### src/rtl/imem_loader_if.sv
// -----------------------------------------------------------------------------
// imem_loader_if
//   Groups the byte-link handshake and the instruction-memory write port that
//   the program loader sits between.
//   master : the loader (consumes bytes, drives the memory write port)
//   slave  : the environment (byte source and memory write sink)
//   Signals:
//     rx_valid   byte on rx_data is valid this cycle
//     rx_data    incoming byte
//     rx_ready   loader accepts a byte this cycle
//     imem_we    single-cycle instruction-memory write strobe
//     imem_waddr word index being written
//     imem_wdata 16-bit instruction word
// -----------------------------------------------------------------------------
interface imem_loader_if #(
  parameter int ADDR_W = 8
);
  logic              rx_valid;
  logic [7:0]        rx_data;
  logic              rx_ready;
  logic              imem_we;
  logic [ADDR_W-1:0] imem_waddr;
  logic [15:0]       imem_wdata;

  modport master (
    input  rx_valid, rx_data,
    output rx_ready, imem_we, imem_waddr, imem_wdata
  );

  modport slave (
    output rx_valid, rx_data,
    input  rx_ready, imem_we, imem_waddr, imem_wdata
  );
endinterface

### src/rtl/imem_loader.sv
// -----------------------------------------------------------------------------
// imem_loader
//   Receives a framed byte stream (HDR, N, N x {hi, lo}, CHK), assembles
//   16-bit instruction words and writes them to instruction memory starting at
//   word 0. The core is held stalled until a complete frame whose CHK matches
//   the XOR of all payload bytes has been loaded.
//   Ports:
//     clock      system clock, rising edge
//     reset      asynchronous, active-high reset
//     bus        byte link + memory write port (master side)
//     cpu_hold   1 = core must stall / PC held at 0
//     load_done  program loaded and verified
//     load_error last frame rejected
// -----------------------------------------------------------------------------
module imem_loader #(
  parameter int         ADDR_W = 8,
  parameter logic [7:0] HDR    = 8'hA5
) (
  input  logic          clock,
  input  logic          reset,
  imem_loader_if.master bus,
  output logic          cpu_hold,
  output logic          load_done,
  output logic          load_error
);

  localparam int DEPTH = 1 << ADDR_W;

  typedef enum logic [2:0] {
    S_IDLE,
    S_COUNT,
    S_HI,
    S_LO,
    S_CHECK,
    S_DONE,
    S_ERROR
  } state_t;

  state_t            state_q;
  logic [7:0]        cnt_q;
  logic [ADDR_W-1:0] widx_q;
  logic [7:0]        hi_q;
  logic [7:0]        chk_q;
  logic              we_q;
  logic [ADDR_W-1:0] waddr_q;
  logic [15:0]       wdata_q;
  logic              hold_q;
  logic              done_q;
  logic              err_q;

  logic       take;
  logic [7:0] chk_d;
  logic       last_word;
  logic       count_bad;

  // The loader never back-pressures the link.
  assign bus.rx_ready = 1'b1;
  assign take         = bus.rx_valid & bus.rx_ready;
  assign chk_d        = chk_q ^ bus.rx_data;
  // Word index is compared in 32 bits so N == DEPTH needs no extra index bit.
  assign last_word    = (32'(widx_q) + 32'd1) == 32'(cnt_q);
  assign count_bad    = (bus.rx_data == 8'd0) || (32'(bus.rx_data) > 32'(DEPTH));

  always_ff @(posedge clock or posedge reset) begin
    if (reset) begin
      state_q <= S_IDLE;
      cnt_q   <= '0;
      widx_q  <= '0;
      hi_q    <= '0;
      chk_q   <= '0;
      we_q    <= 1'b0;
      waddr_q <= '0;
      wdata_q <= '0;
      hold_q  <= 1'b1;
      done_q  <= 1'b0;
      err_q   <= 1'b0;
    end else begin
      // Write strobe is a single-cycle pulse unless re-armed below.
      we_q <= 1'b0;
      if (take) begin
        case (state_q)
          S_IDLE: begin
            if (bus.rx_data == HDR) state_q <= S_COUNT;
          end
          S_COUNT: begin
            if (count_bad) begin
              state_q <= S_ERROR;
              err_q   <= 1'b1;
              hold_q  <= 1'b1;
              done_q  <= 1'b0;
            end else begin
              cnt_q   <= bus.rx_data;
              widx_q  <= '0;
              chk_q   <= '0;
              state_q <= S_HI;
            end
          end
          S_HI: begin
            hi_q    <= bus.rx_data;
            chk_q   <= chk_d;
            state_q <= S_LO;
          end
          S_LO: begin
            chk_q   <= chk_d;
            we_q    <= 1'b1;
            waddr_q <= widx_q;
            wdata_q <= {hi_q, bus.rx_data};
            widx_q  <= widx_q + ADDR_W'(1);
            state_q <= last_word ? S_CHECK : S_HI;
          end
          S_CHECK: begin
            if (bus.rx_data == chk_q) begin
              state_q <= S_DONE;
              done_q  <= 1'b1;
              hold_q  <= 1'b0;
              err_q   <= 1'b0;
            end else begin
              state_q <= S_ERROR;
              err_q   <= 1'b1;
              hold_q  <= 1'b1;
              done_q  <= 1'b0;
            end
          end
          S_DONE: begin
            // A new header re-stalls the core before any word is overwritten.
            if (bus.rx_data == HDR) begin
              state_q <= S_COUNT;
              hold_q  <= 1'b1;
              done_q  <= 1'b0;
            end
          end
          S_ERROR: begin
            if (bus.rx_data == HDR) begin
              state_q <= S_COUNT;
              err_q   <= 1'b0;
            end
          end
          default: state_q <= S_IDLE;
        endcase
      end
    end
  end

  assign bus.imem_we    = we_q;
  assign bus.imem_waddr = waddr_q;
  assign bus.imem_wdata = wdata_q;
  assign cpu_hold       = hold_q;
  assign load_done      = done_q;
  assign load_error     = err_q;

endmodule

### src/flat_wrapper.sv
// flat-port wrapper written by rule: the top's interface ports become plain ports
module imem_loader_flat 
#(
  parameter int         ADDR_W = 8,
  parameter logic [7:0] HDR    = 8'hA5
)
  (clock, reset, cpu_hold, load_done, load_error, bus_rx_valid, bus_rx_data, bus_rx_ready, bus_imem_we, bus_imem_waddr, bus_imem_wdata);
  imem_loader_if #(.ADDR_W(ADDR_W)) bus_i ();
  input  logic clock;
  input  logic reset;
  output logic cpu_hold;
  output logic load_done;
  output logic load_error;
  input wire logic [$bits(bus_i.rx_valid)-1:0] bus_rx_valid;
  input wire logic [$bits(bus_i.rx_data)-1:0] bus_rx_data;
  output wire logic [$bits(bus_i.rx_ready)-1:0] bus_rx_ready;
  output wire logic [$bits(bus_i.imem_we)-1:0] bus_imem_we;
  output wire logic [$bits(bus_i.imem_waddr)-1:0] bus_imem_waddr;
  output wire logic [$bits(bus_i.imem_wdata)-1:0] bus_imem_wdata;
  assign bus_i.rx_valid = bus_rx_valid;
  assign bus_i.rx_data = bus_rx_data;
  assign bus_rx_ready = bus_i.rx_ready;
  assign bus_imem_we = bus_i.imem_we;
  assign bus_imem_waddr = bus_i.imem_waddr;
  assign bus_imem_wdata = bus_i.imem_wdata;
  imem_loader #(.ADDR_W(ADDR_W), .HDR(HDR)) u_core (.clock(clock), .reset(reset), .bus(bus_i), .cpu_hold(cpu_hold), .load_done(load_done), .load_error(load_error));
endmodule
### config.mk
export PLATFORM = sky130hd
export DESIGN_NAME = imem_loader_flat
export DESIGN_NICKNAME = d
export VERILOG_FILES = /design/src/rtl/imem_loader_if.sv /design/src/rtl/imem_loader.sv /design/src/flat_wrapper.sv
export SDC_FILE = /design/constraint.sdc
export NUM_CORES = 1
export LEC_CHECK = 0
export ABC_AREA = 1
export ABC_CLOCK_PERIOD_IN_PS = 1800
export CAP_MARGIN = 25
export CORE_MARGIN = 5
export CORE_UTILIZATION = 45
export DETAILED_ROUTE_END_ITERATION = 8
export PLACE_DENSITY = 0.78
export SLEW_MARGIN = 10
export SYNTH_ARGS = -nofsm -noshare
export SYNTH_HDL_FRONTEND = slang
export SYNTH_SLANG_ARGS = --single-unit
### constraint.sdc
create_clock -name clock -period 1.8 [get_ports clock]
set_input_delay 0.36 -clock clock [delete_from_list [all_inputs] [get_ports clock]]
set_output_delay 0.36 -clock clock [all_outputs]
set_load 0.01 [all_outputs]
==> reports/metrics.cfg, run 1 <==
[floorplanning]
die_h_um=92.4
start_util=0.457
die_w_um=92.4
rows=30
num_io_pins=40
core_um2=6680
die-area_um2=8530

[sta]
drv_slew=0
clock_skew_ns=0.00900
finalSetupTns_ns=0
finalCriticalPeriod_ns=1.69
fmax_mhz=593
period_share=0.937
finalHoldViolations=0
holdWs_ns=0.388
rsz0062_at_grt=true
finalSetupViolCount=0

[layout]
syn_to_final_growth_pct=30.8
final_cells=523
seqCellArea_um2=1580
antenna_cells=0
final_cell_mix=123 x nand2_1, 62 x dfrtp_1, 35 x inv_1
nets=450
stdcell_area_um2=3990
final_common_cell=nand2_1
multi_input_area_um2=1280
drive_above_1_share=0.160
fillCellCount=585

[synth]
netlist_area_um2=3050
ys.flop_type=dfrtp_1
synthCells=371
async_flop_share=1.00
ys_ff_latch=63
yosys.cell_types.count=30
synthesis.nets=383
yosysSeqAreaShare=0.517
ys_warn_count=0
synth_edf_count=0
syn_area_per_cell_um2=8.23

[route]
dr.pass1.iters=4
final_antenna_net_count=0
wl_um=7030
wl_per_cell_um=13.4
drtIter0Drc=224
post-route-drc-count=0
routed-via-count=2661
vias_per_cell=5.09

[global_routing]
antenna_found_initial=0
track_usage=0.183
grt_pass1_wl_um=12500
grt_pass1_vias=2752
grt_max_degree=26
overflow=0

[setup_path]
cp.required_ns=2.04
crit_start=u_core.widx_q[1]$_DFFE_PP0P_
path_common_cell=nand2_1
worst-path-max-fanout=2
critical_path.cell_chain=ha_2 -> xnor2_1 -> nand2_1 -> nor2_1 -> nand2_1 -> nor2_1 -> nand3_1 -> nand2_1 -> nand2_1 -> nand2_1 -> nand2_1
critical_path_buf_inv_count=0
slowest_stage=dfrtp_1
critPathLaunchType=register
critPathKind=reg2reg
cp_slowest_stage_delay_ns=0.39
cp_top_family=simple AND/OR/NAND/NOR gates
r2r_start=u_core.widx_q[1]$_DFFE_PP0P_
setup.worst_path.end_class=register
arrival_ns=1.93

[cts]
htreeDepth=3
post_cts_buffers=0
path_clk_slew_ns=0.08
clock_path_buffers=2
cts-root-buf=clkbuf_8
numCtsBuffers=9
cts_tree=yes
cts_sinks=63
clkLatencyLatePin_ns=0.35
hold_buffers=0

[flow_run]
cap_viol_max_count=0

[min_path]
hold_path_class=in2async

[placed_design]
gp_congestion=0.856
hpwl_um=5190
io_buffers=38
place_area_um2=3720
dp_cells=507

[pwr]
p_total_uw=6090
pwr_density_cell_nw_per_um2=1530
ir_drop_mv=0.782
leakage_uw=0.00191

[status]
outcome=finished, final reports clean

[cell type report]
type | instances | area share
Sequential cell | 63 | 0.395
Multi-Input combinational cell | 255 | 0.321
Clock inverter | 7 | 0.0260
Timing Repair Buffer | 67 | 0.161
Tap cell | 80 | 0.0251
Inverter | 42 | 0.0404
Clock buffer | 9 | 0.0310
[worst register-to-register path, cell delays in order (launching register included)]
cell and delay [ns]:
dfrtp_1 0.39, ha_2 0.35, xnor2_1 0.11, nand2_1 0.07, nor2_1 0.10, nand2_1 0.06, nor2_1 0.15, nand3_1 0.11
nand2_1 0.08, nand2_1 0.05, nand2_1 0.07, nand2_1 0.05
[per-stage QoR]
stage / setup WS (ns) / util
final: 0.114 / 0.597
after global routing: -0.0148 / 0.597
after CTS: 0.0877 / 0.591
after detailed placement: -0.265 / 0.557
after global placement: -0.211 / 0.557
after floorplan: 0.240 / -
[state kept, by name (all words and copies together), names as in the netlist]
signal,cells
u_core.load_error,1
u_core.bus.imem_we,1
u_core.widx_q,8
u_core.bus.imem_waddr,8
u_core.chk_q,8
u_core.load_done,1
u_core.cpu_hold,1
u_core.bus.imem_wdata,16
u_core.state_q,3
u_core.cnt_q,8
u_core.hi_q,8
[Yosys cell counts, types with 2 or more instances]
library cell | number | area [µm²]
nand2_1 | 124 | 465
dfrtp_1 | 62 | 1550
inv_1 | 36 | 135
o21ai_0 | 33 | 165
nand3_1 | 21 | 105
nor2_1 | 14 | 52.6
o21ai_1 | 11 | 55.1
nand4_1 | 7 | 43.8
o31ai_1 | 7 | 52.6
buf_2 | 6 | 30.0
inv_2 | 6 | 22.5
o21a_1 | 5 | 37.5
xnor2_1 | 5 | 43.8
xor2_1 | 5 | 43.8
a21oi_1 | 4 | 20.0
nor2_4 | 4 | 45.0
nor3_1 | 3 | 15.0
a21oi_2 | 2 | 17.5
buf_6 | 2 | 22.5
clkbuf_1 | 2 | 7.51
nand4_2 | 2 | 25.0
nor2_2 | 2 | 12.5
[power breakdown]
| group | switching (µW) | leakage [µW] | internal [µW] |
|---|---|---|---|
| Clock | 619 | 0.000115 | 798 |
| Sequential | 317 | 0.000810 | 1950 |
| Combinational | 1270 | 0.000986 | 1140 |
[final timing paths]
| kind | depth (start not counted) | slack [ns] | to |
|---|---|---|---|
| max | 11 | 0.11 | u_core.state_q[1]$_DFFE_PP0P_ |
| min | 2 | 0.39 | u_core.load_error$_DFFE_PP0P_ |
| max reg2reg | 11 | 0.11 | u_core.state_q[1]$_DFFE_PP0P_ |
| min reg2reg | 2 | 0.47 | u_core.bus.imem_wdata[15]$_DFFE_PP0P_ |
| max in group asynchronous | 3 | 0.95 | u_core.bus.imem_waddr[2]$_DFFE_PP0P_ |
| min in group clock | 3 | 0.44 | u_core.cnt_q[4]$_DFFE_PP0P_ |
[metal layers]
layer	part of all wire	wire, µm	vias to the layer above	track usage
met2	0.47	3340	67	0.296
met5	0	0	-	0
met3	0.042	295	18	0.0333
met4	0.028	195	0	0.0928
met1	0.46	3200	1251	0.235
li1	-	-	1325	-
[repair_timing]
item	4_1_cts	5_1_grt
gates resized for setup	1	11
gates cloned	0	0
pin swaps	0	4
endpoints found under the hold margin	0	0
setup endpoints to repair	1	9
[logic make-up (layout without fill, tap and decap cells)]
logic type	Yosys count	after routing	share of synthesized area
fa+ha+maj	1	1	0.00410
compound gates	63	63	0.117
simple gates	180	180	0.258
buf+inv	53	125	0.0738
flops	63	63	0.517
other cells	1	1	0.00123
xor+xnor	10	10	0.0287
(Power assumes the default switching activity.)
==> inputs of run 2 (changes only) <==
--- a/config.mk
+++ b/config.mk
@@ -6,12 +6,12 @@
 export NUM_CORES = 1
 export LEC_CHECK = 0
 export ABC_AREA = 1
-export ABC_CLOCK_PERIOD_IN_PS = 1800
+export ABC_CLOCK_PERIOD_IN_PS = 1750
 export CAP_MARGIN = 25
 export CORE_MARGIN = 5
 export CORE_UTILIZATION = 45
 export DETAILED_ROUTE_END_ITERATION = 8
-export PLACE_DENSITY = 0.78
+export PLACE_DENSITY = 0.75
 export SLEW_MARGIN = 10
 export SYNTH_ARGS = -nofsm -noshare
 export SYNTH_HDL_FRONTEND = slang
==> constraint.sdc (replaced) <==
create_clock -name clock -period 1.75 [get_ports clock]
set_input_delay 0.35 -clock clock [delete_from_list [all_inputs] [get_ports clock]]
set_output_delay 0.35 -clock clock [all_outputs]
set_load 0.01 [all_outputs]
==> run 2 against run 1 <==
Against the previous run:
- count of clock-buffer cells in the layout increased by 2
- routed wire length increased by 3.8%
- critical path depth decreased by 3
- utilization increased by 0.86 points
- register-to-register slack improved by 0.03 ns
- final area increased by 1.4%
- via count increased by 0.94%
==> reports/metrics.cfg, run 2 (synthesis gave the netlist of run 1 again) <==
[placed_design]
hpwl_um=5370  ; was 5190 µm
gp_congestion=0.899  ; was 0.856
io_buffers=38  ; unchanged
dp_cells=509  ; was 507
pre_cts_ws_ns=-0.283  ; was -0.265 ns

[global_routing]
antenna_found_initial=0  ; unchanged
track_usage=0.185  ; was 0.183
met3_usage=0.0536  ; was 0.0333
grt_max_degree=35  ; was 26
overflow=0  ; unchanged
use_met2=0.285  ; was 0.296
grt_pass1_wl_um=12600  ; was 12500 µm
met1_usage=0.244  ; was 0.235
grt_pass1_vias=2683  ; was 2752
busiest_layer=met2  ; unchanged

[route]
vias_per_cell=5.11  ; was 5.09
wl_per_cell_um=13.9  ; was 13.4 µm
routed-via-count=2686  ; was 2661
post-route-drc-count=0  ; unchanged
dr.pass1.iters=4  ; unchanged
final_antenna_net_count=0  ; unchanged
drtIter0Drc=151  ; was 224
wl_um=7300  ; was 7030 µm

[setup_path]
setup.worst_path.end_class=register  ; unchanged
critical_path_buf_inv_count=3  ; was 0
critPathKind=in2reg  ; was reg2reg
arrival_ns=1.95  ; was 1.93 ns
worst-path-max-fanout=5  ; was 2
critical_path.cell_chain=clkdlybuf4s50_1 -> inv_1 -> nor4_2 -> nand4_1 -> a21oi_2 -> inv_1 -> nand2_1 -> nand2_1  ; was ha_2 -> xnor2_1 -> nand2_1 -> nor2_1 -> nand2_1 -> nor2_1 -> nand3_1 -> nand2_1 -> nand2_1 -> nand2_1 -> nand2_1
slowest_stage=clkdlybuf4s50_1  ; was dfrtp_1
cp.required_ns=1.98  ; was 2.04 ns
cp_top_family=buffers and inverters  ; was simple AND/OR/NAND/NOR gates
cp_slowest_stage_delay_ns=0.51  ; was 0.39 ns
critPathLaunchType=input port  ; was register

[cts]
numCtsBuffers=9  ; unchanged
path_clk_slew_ns=0.07  ; was 0.08 ns
cts_tree=yes  ; unchanged
hold_buffers=0  ; unchanged
clkLatencyLatePin_ns=0.34  ; was 0.35 ns
htreeDepth=3  ; unchanged
clock_path_buffers=2  ; unchanged
cts-root-buf=clkbuf_8  ; unchanged
cts_sinks=63  ; unchanged

[sta]
finalCriticalPeriod_ns=1.71
rsz0062_at_grt=true  ; unchanged
finalSetupViolCount=0  ; unchanged
holdWs_ns=0.334  ; was 0.388 ns
layout_setup_ws_ns=0.0365  ; was 0.114 ns
clock_skew_ns=0.00735  ; was 0.00900 ns
finalHoldViolations=0  ; unchanged
fmax_mhz=584
drv_slew=0  ; unchanged
period_share=0.979

[pwr]
ir_drop_mv=0.682  ; was 0.782 mV
p_total_uw=6240  ; was 6090 µW
pwr_density_cell_nw_per_um2=1540  ; was 1530 nW/µm²
leakage_uw=0.00191  ; about the same

[flow_run]
cap_viol_max_count=0  ; unchanged

[floorplanning]
die_w_um=92.4  ; unchanged
die-area_um2=8530  ; unchanged
num_io_pins=40  ; unchanged
core_um2=6680  ; unchanged
die_h_um=92.4  ; unchanged
start_util=0.457  ; unchanged
rows=30  ; unchanged

[layout]
drive_above_1_share=0.184  ; was 0.160
final_cells=526  ; was 523
final_common_cell=nand2_1  ; unchanged
antenna_cells=0  ; unchanged
largest_register_ffs=16  ; unchanged
final_cell_mix=123 x nand2_1, 61 x dfrtp_1, 36 x clkdlybuf4s50_1  ; was 123 x nand2_1, 62 x dfrtp_1, 35 x inv_1
nets=453  ; was 450
syn_to_final_growth_pct=32.7  ; was 30.8%

[min_path]
hold_path_class=in2async  ; unchanged

[status]
outcome=finished, final reports clean  ; unchanged

==> run 2: cell types whose count changed in the layout (fill, tap and decap cells not counted), moves of 3 or more <==
cell	before	now
clkinvlp_4	1	4
inv_6	3	0
nor2_1	14	11
nor2_2	2	5
==> run 2: final cells by class <==
| class | instances | area [µm²] |
|---|---|---|
| Clock buffer | 11 | 141 |
| Clock inverter | 5 | 57.6 |
| Fill cell | 553 | 2630 |
| Inverter | 42 | 161 |
| Multi-Input combinational cell | 255 | 1320 |
| Sequential cell | 63 | 1580 |
| Tap cell | 80 | 100 |
| Timing Repair Buffer | 70 | 692 |
==> run 2: per-layer routing <==
metal | routed length, µm | share of wire
met5 | 0 | 0
met4 | 174 | 0.024
met3 | 416 | 0.057
met2 | 3450 | 0.47
met1 | 3260 | 0.45
==> run 2: final timing paths <==
kind,startpoint,to,slack [ns],depth (start not counted)
worst max-delay path,bus_rx_data[2],u_core.state_q[2]$_DFFE_PP0P_,0.04,8
worst min-delay path,reset,u_core.cnt_q[3]$_DFFE_PP0P_,0.33,2
worst max register to register,u_core.widx_q[0]$_DFFE_PP0P_,u_core.state_q[1]$_DFFE_PP0P_,0.14,11
worst min register to register,u_core.bus.imem_wdata[9]$_DFFE_PP0P_,u_core.bus.imem_wdata[9]$_DFFE_PP0P_,0.47,2
max in group asynchronous,reset,u_core.cpu_hold$_DFFE_PP1P_,0.94,3
min in group clock,bus_rx_data[7],u_core.cnt_q[7]$_DFFE_PP0P_,0.45,4
==> run 2: per-stage QoR <==
step                      instance area, µm²  utilization  setup TNS, ns
after floorplan                         3060            -              0
after global placement                  3750        0.561          -2.92
after detailed placement                3750        0.561          -4.40
after CTS                               3950        0.591              0
after global routing                    4050        0.606        -0.0561
final                                   4050        0.606              0
==> run 2: timing repair <==
item,CTS,global route
gates resized for setup,1,20
hold endpoints to repair,0,0
endpoints found under the setup margin,1,12
buffers inserted,0,1
pin swaps,0,7
==> run 2: power breakdown <==
group          internal [µW]  total, µW  switching [µW]
Combinational           1260       2620            1370
Clock                    694       1280             584
Sequential              2010       2340             331
Total                   3960       6240            2280
